File: config.mk
export PLATFORM = sky130hd
export DESIGN_NAME = vga_sync_receiver
export DESIGN_NICKNAME = d
export VERILOG_FILES = /design/src/rtl/vga_sync_receiver.sv
export SDC_FILE = /design/constraint.sdc
export NUM_CORES = 1
export LEC_CHECK = 0
export ABC_AREA = 0
export CAP_MARGIN = 10
export CORE_MARGIN = 3
export CORE_UTILIZATION = 45
export CTS_CLUSTER_DIAMETER = 50
export DETAILED_ROUTE_END_ITERATION = 10
export PLACE_DENSITY = 0.66
export SETUP_SLACK_MARGIN = 0.3
export SYNTH_ARGS = -nofsm -noshare
export SYNTH_HDL_FRONTEND = slang
export SYNTH_SLANG_ARGS = --single-unit
File: constraint.sdc
create_clock -name clk -period 2.6 [get_ports clk]
set_input_delay 0.52 -clock clk [delete_from_list [all_inputs] [get_ports clk]]
set_output_delay 0.52 -clock clk [all_outputs]
set_load 0.02 [all_outputs]
File: src/rtl/vga_sync_receiver.sv
// VGA timing receiver: rebuilds the raster position from active-low hsync/vsync,
// measures the line period and the lines per frame, and reports lock status.
//
// state  | meaning
// -------+-------------------------------------------------------------
// SEARCH | waiting for LOCK_LINES consecutive lines of valid period
// HLOCK  | line timing is good; checking that a whole frame has V_TOTAL lines
// LOCKED | line and frame timing valid; visible/locked are asserted
module vga_sync_receiver #(
  parameter int H_VISIBLE   = 640,
  parameter int H_FRONT     = 16,
  parameter int H_TOTAL     = 800,
  parameter int V_VISIBLE   = 480,
  parameter int V_FRONT     = 10,
  parameter int V_TOTAL     = 525,
  parameter int SYNC_STAGES = 2,
  parameter int H_TOL       = 2,
  parameter int LOCK_LINES  = 4
) (
  input  logic        clk,
  input  logic        rst,
  input  logic        hsync_in,
  input  logic        vsync_in,
  output logic [9:0]  px_x,
  output logic [8:0]  px_y,
  output logic        visible,
  output logic        locked,
  output logic [10:0] h_period,
  output logic [9:0]  v_lines,
  output logic [7:0]  err_count
);

  // hcnt load value accounts for the synchroniser and edge-detect delay so that
  // a same-clock loopback sees hcnt equal to the generator's own h counter.
  localparam logic [9:0]  H_LOAD    = 10'((H_VISIBLE + H_FRONT + SYNC_STAGES + 1) % H_TOTAL);
  localparam logic [9:0]  H_LAST    = 10'(H_TOTAL - 1);
  localparam logic [9:0]  H_VIS     = 10'(H_VISIBLE);
  localparam logic [9:0]  V_LOAD    = 10'(V_VISIBLE + V_FRONT);
  localparam logic [9:0]  V_LAST    = 10'(V_TOTAL - 1);
  localparam logic [9:0]  V_VIS     = 10'(V_VISIBLE);
  localparam logic [9:0]  V_TOT     = 10'(V_TOTAL);
  localparam logic [10:0] P_TIMEOUT = 11'(2 * H_TOTAL);
  localparam logic [10:0] P_LO      = 11'(H_TOTAL - H_TOL);
  localparam logic [10:0] P_HI      = 11'(H_TOTAL + H_TOL);
  localparam logic [10:0] P_MAX     = 11'h7FF;
  localparam logic [9:0]  L_MAX     = 10'h3FF;
  localparam logic [7:0]  LOCK_N    = 8'(LOCK_LINES);

  typedef enum logic [1:0] {SEARCH, HLOCK, LOCKED} state_t;

  logic [SYNC_STAGES-1:0] hs_sync, vs_sync;
  logic                   hs_d, vs_d;
  logic                   hs_fall, vs_fall;
  logic [9:0]             hcnt, hcnt_nxt, vcnt, vcnt_nxt;
  logic                   h_wrap;
  logic [10:0]            pcnt;
  logic [9:0]             lcnt;
  logic                   line_good, line_bad, timeout, frame_ok;
  state_t                 state, state_nxt;
  logic [7:0]             good_cnt, good_nxt;
  logic                   armed, armed_nxt;
  logic                   first_line, first_nxt;
  logic                   err_inc;

  assign hs_fall   = !hs_sync[SYNC_STAGES-1] && hs_d;
  assign vs_fall   = !vs_sync[SYNC_STAGES-1] && vs_d;
  assign timeout   = (pcnt == P_TIMEOUT);
  assign frame_ok  = (lcnt == V_TOT);
  assign line_good = hs_fall && !first_line && (pcnt >= P_LO) && (pcnt <= P_HI);
  assign line_bad  = hs_fall && !line_good;
  assign px_x      = hcnt[9:1];
  assign px_y      = vcnt[8:1];

  // Synchronise the sync inputs and keep a delayed copy for falling-edge detect.
  always_ff @(posedge clk) begin
    if (rst) begin
      hs_sync <= '1;
      vs_sync <= '1;
      hs_d    <= 1'b1;
      vs_d    <= 1'b1;
    end else begin
      hs_sync[0] <= hsync_in;
      vs_sync[0] <= vsync_in;
      for (int i = 1; i < SYNC_STAGES; i++) begin
        hs_sync[i] <= hs_sync[i-1];
        vs_sync[i] <= vs_sync[i-1];
      end
      hs_d <= hs_sync[SYNC_STAGES-1];
      vs_d <= vs_sync[SYNC_STAGES-1];
    end
  end

  // Next raster position: sync-edge loads take priority over free-running wrap.
  always_comb begin
    h_wrap   = 1'b0;
    hcnt_nxt = hcnt + 10'd1;
    vcnt_nxt = vcnt;
    if (hs_fall) begin
      hcnt_nxt = H_LOAD;
    end else if (hcnt == H_LAST) begin
      hcnt_nxt = '0;
      h_wrap   = 1'b1;
    end
    if (vs_fall) begin
      vcnt_nxt = V_LOAD;
    end else if (h_wrap) begin
      vcnt_nxt = (vcnt == V_LAST) ? 10'd0 : vcnt + 10'd1;
    end
  end

  // Raster counters plus line-period and lines-per-frame measurement.
  always_ff @(posedge clk) begin
    if (rst) begin
      hcnt     <= '0;
      vcnt     <= '0;
      pcnt     <= '0;
      lcnt     <= '0;
      h_period <= '0;
      v_lines  <= '0;
    end else begin
      hcnt <= hcnt_nxt;
      vcnt <= vcnt_nxt;
      if (hs_fall) begin
        h_period <= pcnt;
        pcnt     <= 11'd1;
      end else if (pcnt != P_MAX) begin
        pcnt <= pcnt + 11'd1;
      end
      if (vs_fall) begin
        v_lines <= lcnt;
        lcnt    <= hs_fall ? 10'd1 : 10'd0;
      end else if (hs_fall && lcnt != L_MAX) begin
        lcnt <= lcnt + 10'd1;
      end
    end
  end

  // Lock FSM next-state logic; any exit to SEARCH restarts the good-line run.
  always_comb begin
    state_nxt = state;
    good_nxt  = good_cnt;
    armed_nxt = armed;
    first_nxt = first_line;
    err_inc   = 1'b0;
    case (state)
      SEARCH: begin
        if (hs_fall) first_nxt = 1'b0;
        if (good_cnt == LOCK_N) begin
          state_nxt = HLOCK;
          armed_nxt = 1'b0;
        end else if (line_good) begin
          good_nxt = good_cnt + 8'd1;
        end else if (line_bad) begin
          good_nxt = '0;
        end
      end
      HLOCK: begin
        if (line_bad || timeout) begin
          state_nxt = SEARCH;
          good_nxt  = '0;
          first_nxt = 1'b1;
        end else if (vs_fall) begin
          if (armed && frame_ok) state_nxt = LOCKED;
          armed_nxt = 1'b1;
        end
      end
      LOCKED: begin
        if (line_bad || timeout || (vs_fall && !frame_ok)) begin
          state_nxt = SEARCH;
          good_nxt  = '0;
          first_nxt = 1'b1;
          err_inc   = 1'b1;
        end
      end
      default: begin
        state_nxt = SEARCH;
        good_nxt  = '0;
        first_nxt = 1'b1;
      end
    endcase
  end

  // FSM state register with registered locked/visible aligned to hcnt/vcnt.
  always_ff @(posedge clk) begin
    if (rst) begin
      state      <= SEARCH;
      good_cnt   <= '0;
      armed      <= 1'b0;
      first_line <= 1'b1;
      err_count  <= '0;
      locked     <= 1'b0;
      visible    <= 1'b0;
    end else begin
      state      <= state_nxt;
      good_cnt   <= good_nxt;
      armed      <= armed_nxt;
      first_line <= first_nxt;
      if (err_inc && err_count != 8'hFF) err_count <= err_count + 8'd1;
      locked  <= (state_nxt == LOCKED);
      visible <= (state_nxt == LOCKED) && (hcnt_nxt < H_VIS) && (vcnt_nxt < V_VIS);
    end
  end

endmodule

**Yosys cells after proc, flatten, opt, wreduce, memory -nomap -nowiden**

Cells that the tools add are included.

- Register bits: 90
- Output and inout port bits: 50

- $add $sub $neg: 6
- $lt $le $gt $ge: 4
- Equality and inequality tests: 19
- Muxes and demuxes: 34
- Reduce and logical (&&, ||, !) cells: 27

Operator list:

| operator | count |
|---|---|
| 10-bit 2-to-1 mux | 7 |
| 8-bit 2-to-1 mux | 5 |
| 10-bit by 1-bit adder with 10-bit output (second input constant) | 3 |
| 10-bit equality test (second input constant) | 3 |
| 8-bit case mux with 3 select lines | 1 |
| 8-bit by 1-bit adder with 8-bit output (second input constant) | 2 |
| 2-bit != test (second input constant) | 7 |
| 1-bit 2-to-1 mux | 13 |
| 1-bit logical AND | 12 |
| 11-bit by 1-bit adder with 11-bit output (second input constant) | 1 |
| 11-bit equality test (second input constant) | 1 |
| 11-bit by 10-bit greater-or-equal comparator with 1-bit output (second input constant) | 1 |
| 11-bit by 10-bit <= comparator with 1-bit output (second input constant) | 1 |
| 11-bit != test (second input constant) | 1 |
| 10-bit < comparator (second input constant) | 1 |
| 10-bit by 9-bit < comparator with 1-bit output (second input constant) | 1 |
| 2-bit 2-to-1 mux | 5 |
| 10-bit != test (second input constant) | 1 |
| 8-bit by 3-bit equality test with 1-bit output (second input constant) | 1 |
| 8-bit != test (second input constant) | 1 |
| 4-bit AND reduction | 2 |
| 2-bit case mux with 3 select lines | 1 |
| 2-bit nonzero test | 3 |
| 1-bit zero test | 5 |
| 9 further kinds | 11 |

**Logic depth before layout (Yosys ltp)**

- Depth in word-level cells: 14
- Mapped depth: 8
- Depth with buffers taken out: 7

**Least setup slack after synthesis**

OpenSTA, ideal clock, no wires.

- Path type: flip-flop to flip-flop
- Start: register lcnt[0]
- End: register err_count[0]
- Setup time: 0.121 ns
- Data arrival time: 1.927 ns
- Path slack: 0.552 ns
- Cell stages (with the launch flop): 8
- Path buffers: 1
- Period minus slack after synthesis: 2.048 ns
- Path through: dfxtp_1 > ha_1 > or4b_4 > o31ai_4 > and2_1 > buf_6 > a21oi_2 > mux2_4

- Word-level cells in the longest chain between the ends: 7

Ends and longest elaborated chain:

| item | line | text |
|---|---|---|
| from (decl) | 57 | `logic [9:0] lcnt;` |
| from (signal assigned) | 131 | `lcnt <= hs_fall ? 10'd1 : 10'd0;` |
| from (signal assigned) | 133 | `lcnt <= lcnt + 10'd1;` |
| 10-bit equality test | 68 | `assign frame_ok = (lcnt == V_TOT);` |
| 1-bit zero test | 168 | `if (line_bad \|\| timeout \|\| (vs_fall && !frame_ok)) begin` |
| 1-bit logical AND | 168 |  |
| 1-bit logical OR | 168 |  |
| 1-bit 2-to-1 mux | 168 |  |
| 1-bit 2-to-1 mux | 145 | `case (state)` |
| 1-bit logical AND | 198 | `if (err_inc && err_count != 8'hFF) err_count <= err_count + 8'd1;` |
| to (signal assigned) | 198 |  |
| to (decl) | 30 | `output logic [7:0] err_count` |

Every way passes these cells.
A chain may end at the register's enable or synchronous reset.

**Worst setup path in the final report**

- Start: register hcnt[5]
- End: output port px_x[4]

RTL lines:

| item | line | text |
|---|---|---|
| from (decl) | 54 | `logic [9:0] hcnt, hcnt_nxt, vcnt, vcnt_nxt;` |
| from (signal assigned) | 121 | `hcnt <= hcnt_nxt;` |
| to (decl) | 24 | `output logic [9:0] px_x,` |

No word-level cell between the ends.

==> impl_metrics.json <==
{
  "status": "finished, final reports clean",
  "dr.first_iter.drc_count": 173,
  "leakage_uw": 0.00177,
  "ys_top_cells_by_count": "90 x dfxtp_1, 76 x nand2_1, 43 x nor2_1",
  "cap_violations": 0,
  "cp-end-kind": "output port",
  "seq_area_frac_synth": 0.392,
  "setup_viol": 0,
  "synth.most_common_cell": "dfxtp_1",
  "critPathSlowestCell": "clkdlybuf4s50_1",
  "yosysTopAreaCellShare": 0.392,
  "synth_cell_type_count": 67,
  "cts_root_buf": "clkbuf_8",
  "slew_headroom": 0.589,
  "final_nets": 587,
  "fmax_ghz": 0.457,
  "rows": 36,
  "synth_ff_type": "dfxtp_1",
  "hold_violations": 0,
  "drive_gt1_frac": 0.103,
  "yosys_warnings": 0,
  "gp_congestion": 0.847,
  "drt_first_pass_iters": 5,
  "grt_use_total": 0.188,
  "core_area_mm2": 0.00986,
  "cts_buffers": 9,
  "synth_area_leaders": "dfxtp_1 39%, nand2_1 6.2%, a21oi_1 4.4%, nor2_1 3.5%, buf_4 3.3%",
  "ir_drop_mv": 0.195,
  "synthCells": 548,
  "grt_overflow_total": 0,
  "initial_core_util": 0.467,
  "drtAntennaViolNets": 0,
  "final_util": 0.532,
  "worstSetupStartpointType": "flip-flop",
  "die_w_um": 107,
  "cp_slowest_stage_delay_ps": 690,
  "drv_slew": 0,
  "clkTransAtPathRegs_ps": 80,
  "critical_path.top_delay_family": "buffers and inverters",
  "crit_buf_inv": 1,
  "avgSynthCellArea_um2": 8.40,
  "pin_count": 54,
  "ys_ff_latch": 90,
  "cp.required_ps": 2080,
  "cts_sinks": 90,
  "synth_edf_count": 0,
  "vias": 3909,
  "drcViolationCount": 0,
  "ctsHoldBuffers": 0,
  "die_height_um": 107,
  "rsz0062_at_grt": "true",
  "clockBufferDepth": 2,
  "worst_pin_slew_ps": 617,
  "die-area_mm2": 0.0115,
  "power_uw": 2420,
  "fin_skew_ps": 6.82,
  "cts_setup_buffers": 0,
  "crit_chain": "clkdlybuf4s50_1",
  "grt_pass1_wl_um": 17700,
  "area_growth_pct": 14.0,
  "grt_max_degree": 59,
  "synthesis.area_mm2": 0.00460,
  "crit_type": "reg -> out",
  "async_flop_share": 0,
  "worstPathArrival_ps": 1670,
  "post_drt_wl_per_cell_um": 14.4,
  "path_max_fanout": 11,
  "final.setup.tns_ps": 0,
  "portBuffers": 51,
  "vias_per_cell": 5.54,
  "hold_path_class": "reg -> reg",
  "grt_pass1_vias": 3799,
  "yosys.area.top_type": "dfxtp_1",
  "finalCritPeriodShare": 0.841,
  "pwr_density_cell_mw_per_mm2": 461,
  "period_needed_ps": 2190,
  "dp_hpwl_um": 7120,
  "antenna_cells": 0,
  "h-tree-depth": 3,
  "tritoncts": "yes",
  "insertion_delay_ps": 360,
  "antenna_found_initial": 0,
  "totalWireLength_um": 10200
}
## where the power goes
| part | leakage [uW] | internal, uW | total, uW | switching [uW] |
|---|---|---|---|---|
| Clock | 0.0000770 | 351 | 801 | 449 |
| Sequential | 0.000730 | 1400 | 1430 | 31.7 |
| Combinational | 0.000968 | 70.2 | 180 | 110 |
## state kept, by name, summed over array words and instances, names as in the netlist
register,count
hcnt,10
armed,1
vs_sync,2
lcnt,10
h_period,11
visible,1
good_cnt,8
locked,1
first_line,1
v_lines,10
vs_d,1
state,2
err_count,8
hs_sync,2
hs_d,1
vcnt,10
pcnt,11
## logic make-up (layout without fill, tap and decap cells)
kind of cell    after synthesis  in the layout  synth area share
buf+inv                      63             87            0.0704
mux                           8              8            0.0228
flops                        90             90             0.392
fa+ha+maj                    11             11            0.0299
simple gates                242            242             0.278
compound gates              108            108             0.159
other cells                   1              2          0.000815
xor+xnor                     25             25            0.0476
## metrics by stage
stage	hold slack (ps)	instances	setup slack, ps	instance area, um^2
after global routing	435	706	299	5250
after CTS	424	706	328	5220
after global placement	406	694	299	5070
final	418	706	414	5250
after detailed placement	401	694	225	5070
after floorplan	389	549	552	4610
## cell usage in the layout, fill, tap and decap left out, drive strengths merged, types with 3 or more instances in the layout
cell / n
and2: 10
or2: 7
a311oi: 4
nor2b: 12
o32ai: 3
clkdlybuf4s50: 50
o21ai: 14
a31oi: 6
inv: 17
xor2: 10
or3: 3
nor3: 13
o2111ai: 3
nor2: 43
a211oi: 9
and3: 13
mux2i: 3
nand4: 21
ha: 11
o21a: 3
buf: 8
mux2: 5
nor4: 8
clkbuf: 11
xnor2: 15
nand2b: 6
dfxtp: 90
nand3: 15
a21oi: 47
nand2: 76
## metal layers
layer | global-route usage | wire length [um] | up-vias
met4 | 0.0795 | 161 | 0
met2 | 0.306 | 4790 | 85
met1 | 0.245 | 4790 | 1858
met3 | 0.0325 | 409 | 10
li1 | - | - | 1956
met5 | 0 | 0 | -
## timing repair
action                                 CTS  global route
gates cloned                             0             0
setup endpoints to repair                6            18
pin swaps                                0             1
gates resized for setup                  1             8
endpoints found under the hold margin    0             0
## worst paths after layout
kind                         startpoint                   endpoint  slack, ps  depth (start not counted)
setup / recovery     hcnt[5]$_SDFF_PP0_                    px_x[4]        410                          1
hold reg to reg   vs_sync[0]$_SDFF_PP1_      vs_sync[1]$_SDFF_PP1_        420                          1
setup reg to reg   lcnt[1]$_SDFFE_PP0P_  err_count[0]$_SDFFE_PP0P_        420                          7
hold / removal    vs_sync[0]$_SDFF_PP1_      vs_sync[1]$_SDFF_PP1_        420                          1
## cell type report
type                    instances  area, um^2
multi-input cells             396        2510
fillers                       946        4620
well taps                     133         166
clock inverters                 1        5.00
clock buffers                  11         141
repair buffers                 58         558
inverters                      17        63.8
flip-flops and latches         90        1800
Power figures use the tool's default switching activity.
